==> src/rtl/uart_frame_tx.sv <==
`default_nettype none
// ============================================================================
// Module   : uart_frame_tx
// Purpose  : 8N1 UART transmitter with a byte FIFO. Bytes are accepted via a
//            valid/ready handshake and sent LSB-first at a fixed baud rate
//            derived from the system clock (DIV clocks per bit).
// Ports    : clk        - system clock, rising edge
//            reset_n    - asynchronous active-low reset
//            wr_data    - byte to send
//            wr_valid   - wr_data offered this cycle
//            wr_ready   - FIFO can accept a byte (!full)
//            txd        - registered serial line, idles high
//            busy       - frame on the line or bytes queued
//            fifo_count - bytes queued, excluding the byte being shifted
// Revision : 1.0  initial release
// ============================================================================
module uart_frame_tx #(
    parameter int CLK_HZ     = 50000000,
    parameter int BAUD       = 115200,
    parameter int FIFO_DEPTH = 8
) (
    input  logic                               clk,
    input  logic                               reset_n,
    input  logic [7:0]                         wr_data,
    input  logic                               wr_valid,
    output logic                               wr_ready,
    output logic                               txd,
    output logic                               busy,
    output logic [$clog2(FIFO_DEPTH+1)-1:0]    fifo_count
);

    localparam int DIV     = (CLK_HZ + BAUD / 2) / BAUD;
    localparam int CNT_W   = (DIV > 1) ? $clog2(DIV) : 1;
    localparam int PTR_W   = $clog2(FIFO_DEPTH);
    localparam int FCNT_W  = $clog2(FIFO_DEPTH + 1);

    localparam logic [CNT_W-1:0]  BAUD_LAST = CNT_W'(DIV - 1);
    localparam logic [CNT_W-1:0]  BAUD_ONE  = CNT_W'(1);
    localparam logic [PTR_W-1:0]  PTR_ONE   = PTR_W'(1);
    localparam logic [FCNT_W-1:0] FCNT_ONE  = FCNT_W'(1);
    localparam logic [FCNT_W-1:0] FCNT_FULL = FCNT_W'(FIFO_DEPTH);

    typedef enum logic [1:0] {
        IDLE  = 2'd0,
        START = 2'd1,
        DATA  = 2'd2,
        STOP  = 2'd3
    } state_t;

    // ------------------------------------------------------------------
    // Byte FIFO
    // ------------------------------------------------------------------
    logic [7:0]        mem [FIFO_DEPTH];
    logic [PTR_W-1:0]  wr_ptr;
    logic [PTR_W-1:0]  rd_ptr;
    logic [FCNT_W-1:0] count;
    logic              push;
    logic              pop;
    logic              fifo_nonempty;

    // Full is judged on the registered count only, so a pop in the same
    // cycle never opens a slot early and wr_valid never reaches wr_ready.
    assign wr_ready      = (count != FCNT_FULL);
    assign push          = wr_valid && wr_ready;
    assign fifo_nonempty = (count != '0);

    always_ff @(posedge clk) begin
        if (push) begin
            mem[wr_ptr] <= wr_data;
        end
    end

    // Depth is a power of two, so the pointers wrap naturally.
    always_ff @(posedge clk or negedge reset_n) begin
        if (!reset_n) begin
            wr_ptr <= '0;
            rd_ptr <= '0;
            count  <= '0;
        end else begin
            if (push) begin
                wr_ptr <= wr_ptr + PTR_ONE;
            end
            if (pop) begin
                rd_ptr <= rd_ptr + PTR_ONE;
            end
            case ({push, pop})
                2'b10:   count <= count + FCNT_ONE;
                2'b01:   count <= count - FCNT_ONE;
                default: count <= count;
            endcase
        end
    end

    // ------------------------------------------------------------------
    // Frame FSM
    // ------------------------------------------------------------------
    state_t           state;
    state_t           state_next;
    logic [CNT_W-1:0] baud_cnt;
    logic [CNT_W-1:0] baud_cnt_next;
    logic [2:0]       bit_idx;
    logic [2:0]       bit_idx_next;
    logic [7:0]       shift;
    logic [7:0]       shift_next;
    logic             txd_reg;
    logic             txd_next;
    logic             bit_end;

    assign bit_end = (baud_cnt == BAUD_LAST);

    always_ff @(posedge clk or negedge reset_n) begin
        if (!reset_n) begin
            state    <= IDLE;
            baud_cnt <= '0;
            bit_idx  <= '0;
            shift    <= '0;
            txd_reg  <= 1'b1;
        end else begin
            state    <= state_next;
            baud_cnt <= baud_cnt_next;
            bit_idx  <= bit_idx_next;
            shift    <= shift_next;
            txd_reg  <= txd_next;
        end
    end

    // txd_next is the line level for the state being entered, so the line
    // comes straight from a flop and changes exactly on bit boundaries.
    always_comb begin
        state_next    = state;
        baud_cnt_next = baud_cnt;
        bit_idx_next  = bit_idx;
        shift_next    = shift;
        txd_next      = txd_reg;
        pop           = 1'b0;

        if (state != IDLE) begin
            baud_cnt_next = bit_end ? '0 : (baud_cnt + BAUD_ONE);
        end

        case (state)
            IDLE: begin
                txd_next = 1'b1;
                if (fifo_nonempty) begin
                    pop           = 1'b1;
                    shift_next    = mem[rd_ptr];
                    baud_cnt_next = '0;
                    txd_next      = 1'b0;
                    state_next    = START;
                end
            end
            START: begin
                if (bit_end) begin
                    bit_idx_next = '0;
                    txd_next     = shift[0];
                    state_next   = DATA;
                end
            end
            DATA: begin
                if (bit_end) begin
                    if (bit_idx == 3'd7) begin
                        txd_next   = 1'b1;
                        state_next = STOP;
                    end else begin
                        bit_idx_next = bit_idx + 3'd1;
                        shift_next   = {1'b0, shift[7:1]};
                        txd_next     = shift[1];
                    end
                end
            end
            STOP: begin
                if (bit_end) begin
                    // Chain straight into the next start bit when data waits.
                    if (fifo_nonempty) begin
                        pop        = 1'b1;
                        shift_next = mem[rd_ptr];
                        txd_next   = 1'b0;
                        state_next = START;
                    end else begin
                        txd_next   = 1'b1;
                        state_next = IDLE;
                    end
                end
            end
            default: begin
                state_next = IDLE;
            end
        endcase
    end

    assign txd        = txd_reg;
    assign busy       = (state != IDLE) || fifo_nonempty;
    assign fifo_count = count;

endmodule
`default_nettype wire
==> config.mk <==
export PLATFORM = sky130hd
export DESIGN_NAME = uart_frame_tx
export DESIGN_NICKNAME = d
export VERILOG_FILES = /design/src/rtl/uart_frame_tx.sv
export SDC_FILE = /design/constraint.sdc
export NUM_CORES = 1
export LEC_CHECK = 0
export ABC_AREA = 1
export CELL_PAD_IN_SITES_DETAIL_PLACEMENT = 0
export CELL_PAD_IN_SITES_GLOBAL_PLACEMENT = 2
export CORE_ASPECT_RATIO = 1.1
export CORE_MARGIN = 4
export CORE_UTILIZATION = 45
export CTS_BUF_LIST = sky130_fd_sc_hd__clkbuf_2 sky130_fd_sc_hd__clkbuf_4 sky130_fd_sc_hd__clkbuf_8
export CTS_CLUSTER_DIAMETER = 200
export CTS_CLUSTER_SIZE = 20
export DETAILED_ROUTE_END_ITERATION = 10
export PLACE_DENSITY_LB_ADDON = 0.08
export SETUP_SLACK_MARGIN = 0.4
export SYNTH_ARGS = -nofsm -noshare
export SYNTH_HDL_FRONTEND = slang
export SYNTH_SLANG_ARGS = --single-unit
==> constraint.sdc <==
create_clock -name clk -period 6.8 [get_ports clk]
set_input_delay 1.36 -clock clk [delete_from_list [all_inputs] [get_ports clk]]
set_output_delay 1.36 -clock clk [all_outputs]
set_load 0.02 [all_outputs]
==> results of run 1 <==
-- worst max-delay path: stages (launching register included) --
cell and delay (ps):
dfrtp_1 440, inv_1 100, ha_1 310, nand3_1 280, clkdlybuf4s50_1 630
-- final cells by class --
| type | count | share of cell area [%] |
|---|---|---|
| Sequential cell | 97 | 56.6 |
| Multi-Input combinational cell | 297 | 30.9 |
| Timing Repair Buffer | 19 | 3.81 |
| Tap cell | 117 | 3.01 |
| Clock buffer | 9 | 2.55 |
| Inverter | 25 | 1.93 |
| Clock inverter | 7 | 1.24 |
-- layer usage --
layer | vias up | global-route usage, %
met5 | - | 0
met4 | 0 | 6.74
li1 | 1487 | -
met1 | 1374 | 25.9
met3 | 14 | 3.13
met2 | 61 | 26.4
-- cells in the mapped netlist, types with 4 or more instances --
library cell	instances
ha_1	13
xnor2_1	4
nand2_1	138
o21ai_0	17
xor2_1	6
edfxtp_1	64
dfrtp_1	32
clkbuf_1	4
nor2_1	29
nand3_1	58
inv_1	25
a21oi_1	6
buf_2	6
o22ai_1	5
-- cell families (layout without fill, tap and decap cells) --
family | count (synthesis) | count (layout) | synth area share, %
and+or+nand+nor | 240 | 240 | 23.6
DFF | 97 | 97 | 62.3
buffers and inverters | 38 | 60 | 3.66
AOI/OAI and AO/OA | 33 | 33 | 4.34
adders and majority gates | 14 | 14 | 4.14
xor gates and xnor gates | 10 | 10 | 1.98
-- cells in the final DEF, fill, tap and decap left out, types with 2 or more instances in the layout --
cell,count
a21oi_1,6
buf_4,2
clkbuf_8,9
clkdlybuf4s50_1,17
clkinvlp_4,2
dfrtp_1,32
edfxtp_1,64
ha_1,13
inv_1,25
inv_6,2
inv_8,2
nand2_1,138
nand2_4,3
nand3_1,58
nor2_1,29
nor2_2,3
nor3_1,2
o21ai_0,17
o22ai_1,5
or2_2,2
xnor2_1,4
xor2_1,6
-- worst max path at each step --
stage / end / slack [ps] / start / depth (start not counted)
after floorplan: fifo_count[3] / 4120 / wr_valid / 9
after global placement: fifo_count[3] / 3530 / wr_valid / 10
after detailed placement: fifo_count[3] / 3480 / wr_valid / 10
after CTS: busy / 3280 / state[0] / 4
after global routing: busy / 3170 / state[0] / 4
final: busy / 3310 / state[0] / 4
-- report_power, final --
part           switching [W]  total (W)  internal [W]
combinational       0.000547   0.000829      0.000282
sequential         0.0000952   0.000865      0.000770
clock               0.000219   0.000359      0.000140
-- stage by stage --
stage                     cells  total power (W)  instance area [um2]  utilization [%]
after CTS                   571          0.00208                 4860             51.5
final                       571          0.00205                 4860             51.5
after global routing        571          0.00224                 4860             51.5
after detailed placement    555          0.00172                 4680             49.5
after floorplan             432          0.00149                 4410                -
after global placement      555          0.00172                 4680             49.5
==> flow_summary_export.csv, run 1 <==
group,metric,value,unit
run_status,status,"complete, no violations",
sta,drv_slew,0,
synth,ys_types,33,
die,core,9440,um2
detailed_routing,drtIter0Drc,205,
cts,htreeDepth,3,
final_layout,drive_above_1_share,7.05,%
place,routabilityCongestion,0.804,
synth,syn_area,4410,um2
setup_path,required,5440,ps
synth,syn_inst,432,
final_layout,largest_register_ffs,64,
final_layout,multi_input_area,1500,um2
synth,synth_largest_area_cell,"edfxtp_1",
global_routing,grt_overflow_total,0,
final_layout,fillers,883,
synth,synthArstFlopShare,34.0,%
setup_path,reg2reg_depth,13,
hold_path,min_from,"shift[7]",
setup_path,start_kind,"flop",
detailed_routing,wire_per_inst,16.7,um
cts,clk_pin_slew,100,ps
synth,ys_warn_count,0,
setup_path,reg2reg_to,"fifo_count[3]",
synth,synth_seq_cells,97,
final_layout,top_regs,"mem (64), baud_cnt (9), shift (8)",
synth,synth_top_flop_cell,"edfxtp_1",
die,die_w,102,um
cts,clockRootBuffer,"clkbuf_8",
die,die_area,11500,um2
global_routing,grtUsageTotal,17.8,%
synth,synth_edf_count,64,
synth,syn_avg_cell_area,10.2,um2
hold_path,hold_class,"reg -> reg",
global_routing,grt_max_degree,34,
cts,cts.path.max_buffers,2,
final_layout,syn2layout_area_growth,10.2,%
sta,fin_setup_tns,0,ps
detailed_routing,ant_nets,0,
detailed_routing,wl_met1,4.47,mm
cts,ctsHoldBuffers,0,
sta,whs,490,ps
sta,fin_skew,12.0,ps
global_routing,antenna_found_initial,0,
detailed_routing,wl_met3,397,um
power_and_ir_drop,leakagePower,2.02,nW
hold_path,holdPathStages,2,
global_routing,grt_pass1_wl,15.3,mm
detailed_routing,wl_met2,4.44,mm
place,place_ws,3480,ps
sta,hold_violations,0,
final_layout,ff_latch_area,2750,um2
setup_path,arrival,2130,ps
sta,fmax,286,MHz
sta,relSlewSlack,33.7,%
cts,cts_resized,0,
setup_path,critPathKind,"reg -> out",
detailed_routing,dr.pass1.iters,4,
sta,setup_slack,3310,ps
detailed_routing,wl,9.51,mm
setup_path,worstPathMaxFanout,7,
cts,clkSinkCount,97,
final_layout,regMostFlops,"mem",
global_routing,grt_pass1_vias,2801,
cts,cts_buffers,9,
die,pin_count,18,
synth,ys_top_cells_by_area,"edfxtp_1 (44%), dfrtp_1 (18%), nand2_1 (12%)",
sta,fin_crit,3490,ps
setup_path,r2r-start,"state[0]",
setup_path,crit_path_end_kind,"primary output",
power_and_ir_drop,vdd_ir_drop_max,0.214,mV
hold_path,hold_path_end,"shift[7]",
cts,clk_latency,370,ps
detailed_routing,drc,0,
sta,tightest_slew,993,ps
place,io_buffer_count,17,
synth,yosysSeqAreaShare,62.3,%
setup_path,regToRegSetupSlack,4030,ps
place,hpwl,6.65,mm
detailed_routing,top_layer,"met4",
sta,finalSetupViolCount,0,
detailed_routing,via_count,2936,
die,start_util,46.7,%
sta,finalCritPeriodShare,51.4,%
die,die_h,112,um
final_layout,antenna_cells,0,
power_and_ir_drop,p_per_area,422,nW/um2
sta,grt_setup_unrepaired,"no",
synth,syn_nets,457,
die,fp-row-count,37,
cts,post_cts.repair.setup_buffers,0,
synth,yosysTopAreaCellShare,43.5,%
cts,cts_tree,"done",
job,drv_cap,0,
detailed_routing,viasPerCell,5.14,
final_layout,fin_nets,474,
Note: power is estimated with default switching activity, not from simulation.
==> inputs of run 2 (changes only) <==
--- a/config.mk
+++ b/config.mk
@@ -10,7 +10,7 @@
 export CELL_PAD_IN_SITES_GLOBAL_PLACEMENT = 2
 export CORE_ASPECT_RATIO = 1.1
 export CORE_MARGIN = 4
-export CORE_UTILIZATION = 45
+export CORE_UTILIZATION = 41
 export CTS_BUF_LIST = sky130_fd_sc_hd__clkbuf_2 sky130_fd_sc_hd__clkbuf_4 sky130_fd_sc_hd__clkbuf_8
 export CTS_CLUSTER_DIAMETER = 200
 export CTS_CLUSTER_SIZE = 20
==> constraint.sdc (replaced) <==
create_clock -name clk -period 3.6 [get_ports clk]
set_input_delay 0.72 -clock clk [delete_from_list [all_inputs] [get_ports clk]]
set_output_delay 0.72 -clock clk [all_outputs]
set_load 0.02 [all_outputs]
==> flow_summary_export.csv, run 2 (synthesis gave the netlist of run 1 again) <==
group,metric,value,unit
run_status,status,"complete, no violations",
setup_path,critPathKind,"reg -> out",
sta,finalCritPeriodShare,80.1,%
power_and_ir_drop,combPwrFrac,41.9,%
detailed_routing,wire_per_inst,15.4,um
die,core,10400,um2
global_routing,grt_pass1_wl,14.9,mm
power_and_ir_drop,p_seq_share,41.4,%
detailed_routing,drc,0,
power_and_ir_drop,power.switching,0.00161,W
place,routabilityCongestion,0.748,
die,fp-row-count,39,
sta,drv_slew,0,
die,die_w,107,um
detailed_routing,top_layer,"met4",
setup_path,r2r-start,"state[0]",
global_routing,grt_pass1_vias,2843,
final_layout,drive_above_1_share,7.44,%
detailed_routing,drtIter0Drc,132,
setup_path,arrival,2160,ps
power_and_ir_drop,p_sw_share,41.6,%
setup_path,startpoint,"state[0]",
die,pin_count,18,
setup_path,start_kind,"flop",
sta,grt_setup_unrepaired,"no",
sta,hold_violations,0,
final_layout,fin_nets,477,
cts,cts_resized,0,
power_and_ir_drop,clkPwrFrac,16.7,%
final_layout,fillers,1023,
sta,fmax,347,MHz
final_layout,syn2layout_area_growth,11.0,%
job,drv_cap,0,
final_layout,final_cell_mix,"nand2_1 (138), edfxtp_1 (64), nand3_1 (58)",
power_and_ir_drop,internal_power,0.00226,W
power_and_ir_drop,leakagePower,2.04,nW
global_routing,grt_max_degree,36,
detailed_routing,dr.pass1.iters,4,
final_layout,fin_area,4900,um2
power_and_ir_drop,p_per_area,790,nW/um2
place,dp_cells,584,
detailed_routing,viasPerCell,4.92,
cts,clk_pin_slew,100,ps
sta,relSlewSlack,45.3,%
cts,ctsHoldBuffers,0,
final_layout,top_regs,"mem (64), baud_cnt (9), shift (8)",
place,hpwl,6.08,mm
die,start_util,42.3,%
sta,fin_setup_tns,0,ps
sta,fin_crit,2880,ps
detailed_routing,via_count,2954,
sta,tightest_slew,817,ps
global_routing,antenna_found_initial,0,
cts,htreeDepth,3,
cts,clkSinkCount,97,
cts,cts_tree,"done",
cts,clk_latency,370,ps
place,io_buffer_count,17,
final_layout,antenna_cells,0,
final_layout,fin_cells,600,
final_layout,final_common_cell,"nand2_1",
sta,whs,411,ps
power_and_ir_drop,power,0.00387,W
detailed_routing,wl_met2,4.34,mm
detailed_routing,wl_met1,4.51,mm
cts,cts_buffers,9,
die,die_h,117,um
detailed_routing,wl,9.22,mm
detailed_routing,ant_nets,0,
final_layout,regMostFlops,"mem",
sta,finalSetupViolCount,0,
place,placed_cell_area,4730,um2
final_layout,largest_register_ffs,64,
setup_path,worstPathMaxFanout,7,
global_routing,grt_overflow_total,0,
detailed_routing,wl_met3,243,um
cts,post_cts.repair.setup_buffers,0,
setup_path,required,2880,ps
die,die_area,12500,um2
global_routing,grtUsageTotal,16.0,%
cts,cts.path.max_buffers,2,
cts,clockRootBuffer,"clkbuf_8",
sta,fin_skew,11.4,ps
setup_path,crit_path_end_kind,"primary output",
power_and_ir_drop,vdd_ir_drop_max,0.407,mV
hold_path,hold_class,"in -> async",
==> run 2: cell count changes in the layout (fill, tap and decap cells not counted) <==
cell,change
buf_2,+1
buf_4,+3
clkbuf_4,+1
clkdlybuf4s50_1,-1
clkinv_1,+2
clkinv_4,+1
clkinvlp_4,-2
inv_6,-1
inv_8,-1
==> run 2: area by class of cell <==
class / instances / area (um2) / share of cell area [%]
inverters: 25 / 93.8 / 1.92
clock inverters: 6 / 41.3 / 0.843
flip-flops and latches: 97 / 2750 / 56.1
well taps: 143 / 179 / 3.65
clock buffers: 10 / 131 / 2.68
repair buffers: 22 / 203 / 4.14
multi-input cells: 297 / 1500 / 30.7
==> run 2: stage by stage <==
step	util, %	setup WS (ps)
finish	46.9	717
floorplan	-	1190
global route	46.9	591
global placement	45.3	963
CTS	46.9	685
detailed placement	45.3	899
==> run 2: path summary, 6_finish.rpt <==
| check | to | slack (ps) | depth (start not counted) |
|---|---|---|---|
| worst min register to register | shift[5] | 490 | 2 |
| max in group asynchronous | wr_ptr[2] | 2650 | 1 |
| worst max-delay path | busy | 720 | 4 |
| worst max register to register | fifo_count[3] | 890 | 13 |
| worst min-delay path | shift[2] | 410 | 1 |
| min in group clk | shift[5] | 490 | 2 |
==> run 2: layer usage <==
metal  vias up  track usage, %
met2        30            25.5
met1      1420            22.0
met5         -               0
met4         0            5.29
met3        11            3.57
li1       1493               -
==> run 2: worst max-delay path, cell delays in order, from the launching register on <==
cell             delay (ps)
dfrtp_1                 440
inv_1                   100
ha_1                    310
nand3_1                 310
clkdlybuf4s50_1         640
==> run 2: power groups by stage <==
| stage | logic, W | clock network [W] | registers [W] |
|---|---|---|---|
| 2_1_floorplan | 0.00119 | 0 | 0.00162 |
| 3_3_place_gp | 0.00165 | 0 | 0.00163 |
| 3_5_place_dp | 0.00165 | 0 | 0.00163 |
| 4_1_cts | 0.00166 | 0.000665 | 0.00161 |
| 5_1_grt | 0.00187 | 0.000711 | 0.00164 |
| 6_report | 0.00162 | 0.000647 | 0.00160 |
==> inputs of run 3 (changes only) <==
==> constraint.sdc (replaced) <==
create_clock -name clk -period 2.85 [get_ports clk]
set_input_delay 0.57 -clock clk [delete_from_list [all_inputs] [get_ports clk]]
set_output_delay 0.57 -clock clk [all_outputs]
set_load 0.02 [all_outputs]
==> flow_summary_export.csv, run 3 (synthesis gave the netlist of run 1 again) <==
group,metric,value,unit
run_status,status,"complete, no violations",
final_layout,antenna_cells,0,
final_layout,regMostFlops,"mem",
die,pin_count,18,
cts,htreeDepth,3,
place,routabilityCongestion,0.765,
sta,fmax,435,MHz
setup_path,worstPathMaxFanout,8,
sta,grt_setup_unrepaired,"yes",
sta,fin_setup_tns,0,ps
final_layout,fin_nets,493,
final_layout,final_common_cell,"nand2_1",
detailed_routing,via_count,2963,
die,die_w,107,um
sta,tightest_slew,773,ps
power_and_ir_drop,vdd_ir_drop_max,0.420,mV
detailed_routing,dr.pass1.iters,4,
setup_path,crit_path_end_kind,"flop",
sta,fin_crit,2300,ps
detailed_routing,wl,9.51,mm
setup_path,r2r-start,"state[0]",
sta,finalCritPeriodShare,80.6,%
final_layout,largest_register_ffs,64,
global_routing,grt_pass1_vias,2809,
global_routing,grt_overflow_total,0,
place,placed_cell_area,4790,um2
sta,hold_violations,0,
setup_path,arrival,2570,ps
setup_path,startpoint,"state[0]",
sta,whs,253,ps
cts,cts.path.max_buffers,2,
detailed_routing,drtIter0Drc,127,
final_layout,fillers,997,
detailed_routing,drc,0,
sta,relSlewSlack,48.5,%
final_layout,top_regs,"mem (64), baud_cnt (9), shift (8)",
setup_path,critPathKind,"reg -> reg",
cts,clkSinkCount,97,
global_routing,grt_max_degree,34,
cts,cts_buffers,9,
sta,fin_skew,12.6,ps
final_layout,drive_above_1_share,13.3,%
detailed_routing,ant_nets,0,
global_routing,grt_pass1_wl,15.1,mm
place,io_buffer_count,17,
place,hpwl,6.13,mm
setup_path,required,3120,ps
global_routing,grtUsageTotal,16.3,%
job,drv_cap,0,
setup_path,regToRegSetupSlack,550,ps
place,place_ws,192,ps
cts,clk_latency,380,ps
hold_path,hold_class,"in -> async",
setup_path,max_stage_delay,430,ps
power_and_ir_drop,p_per_area,1020,nW/um2
detailed_routing,wire_per_inst,15.4,um
die,die_h,117,um
final_layout,final_cell_mix,"nand2_1 (138), edfxtp_1 (64), nand3_1 (58)",
global_routing,antenna_found_initial,0,
setup_path,start_kind,"flop",
final_layout,fin_area,5110,um2
power_and_ir_drop,leakagePower,2.11,nW
sta,setup_slack,553,ps
die,fp-row-count,39,
cts,clockRootBuffer,"clkbuf_8",
die,start_util,42.3,%
cts,ctsHoldBuffers,0,
die,die_area,12500,um2
cts,cts_tree,"done",
cts,clk_pin_slew,100,ps
setup_path,crit_chain,"inv_1 > ha_4 > clkinvlp_4 > nand2_8 > o211ai_4 > inv_2 > ha_4 > ha_4 > a21oi_1 > nand2_1 > a21oi_2 > o21ai_0 > nand2_1 > nand2_1",
detailed_routing,viasPerCell,4.81,
setup_path,slowest_stage,"dfrtp_1",
die,core,10400,um2
sta,finalSetupViolCount,0,
final_layout,syn2layout_area_growth,15.9,%
sta,drv_slew,0,
run 3: worst paths after layout:
check,cells past startpoint,end
worst max-delay path,14,fifo_count[3]
worst min-delay path,1,shift[4]
worst max register to register,14,fifo_count[3]
worst min register to register,2,shift[7]
max in group asynchronous,1,baud_cnt[6]
min in group clk,2,shift[7]
run 3: power by group:
| part | internal [W] | switching [W] |
|---|---|---|
| Combinational | 0.000844 | 0.00141 |
| Clock | 0.000350 | 0.000526 |
| Sequential | 0.00183 | 0.000227 |
run 3: timing repair:
action                                  in CTS  in global routing
pin swaps                                    0                  5
gates resized for setup                      6                 11
setup buffers                                0                  7
endpoints found under the setup margin       4                  2
run 3: stage by stage:
stage          power [W]  instances  utilization (%)
3_5_place_dp     0.00421        593             45.9
4_1_cts          0.00515        609             48.0
5_1_grt          0.00565        616             49.0
6_report         0.00520        616             49.0
2_1_floorplan    0.00355        432                -
3_3_place_gp     0.00419        593             45.9
run 3: metal layers:
layer	share of wire [%]	track usage (%)	wire length, um	up-vias
li1	-	-	-	1524
met4	1.8	7.33	174	0
met5	0	0	0	-
met2	48	26.4	4580	24
met3	2.4	2.63	225	12
met1	48	22.0	4530	1403
run 3: area by class of cell:
type | instances | area (um2) | share of cell area (%)
Clock buffer | 10 | 131 | 2.57
Timing Repair Buffer | 38 | 322 | 6.29
Inverter | 25 | 97.6 | 1.91
Tap cell | 143 | 179 | 3.50
Sequential cell | 97 | 2750 | 53.7
Clock inverter | 6 | 61.3 | 1.20
Multi-Input combinational cell | 297 | 1580 | 30.8
run 3: critical path: cells and delay by family (launching register included):
family | cells | cell delay (ps)
AOI/OAI and AO/OA | 4 | 460
adders and majority gates | 3 | 580
and+or+nand+nor | 4 | 340
DFF | 1 | 430
buffers and inverters | 3 | 380
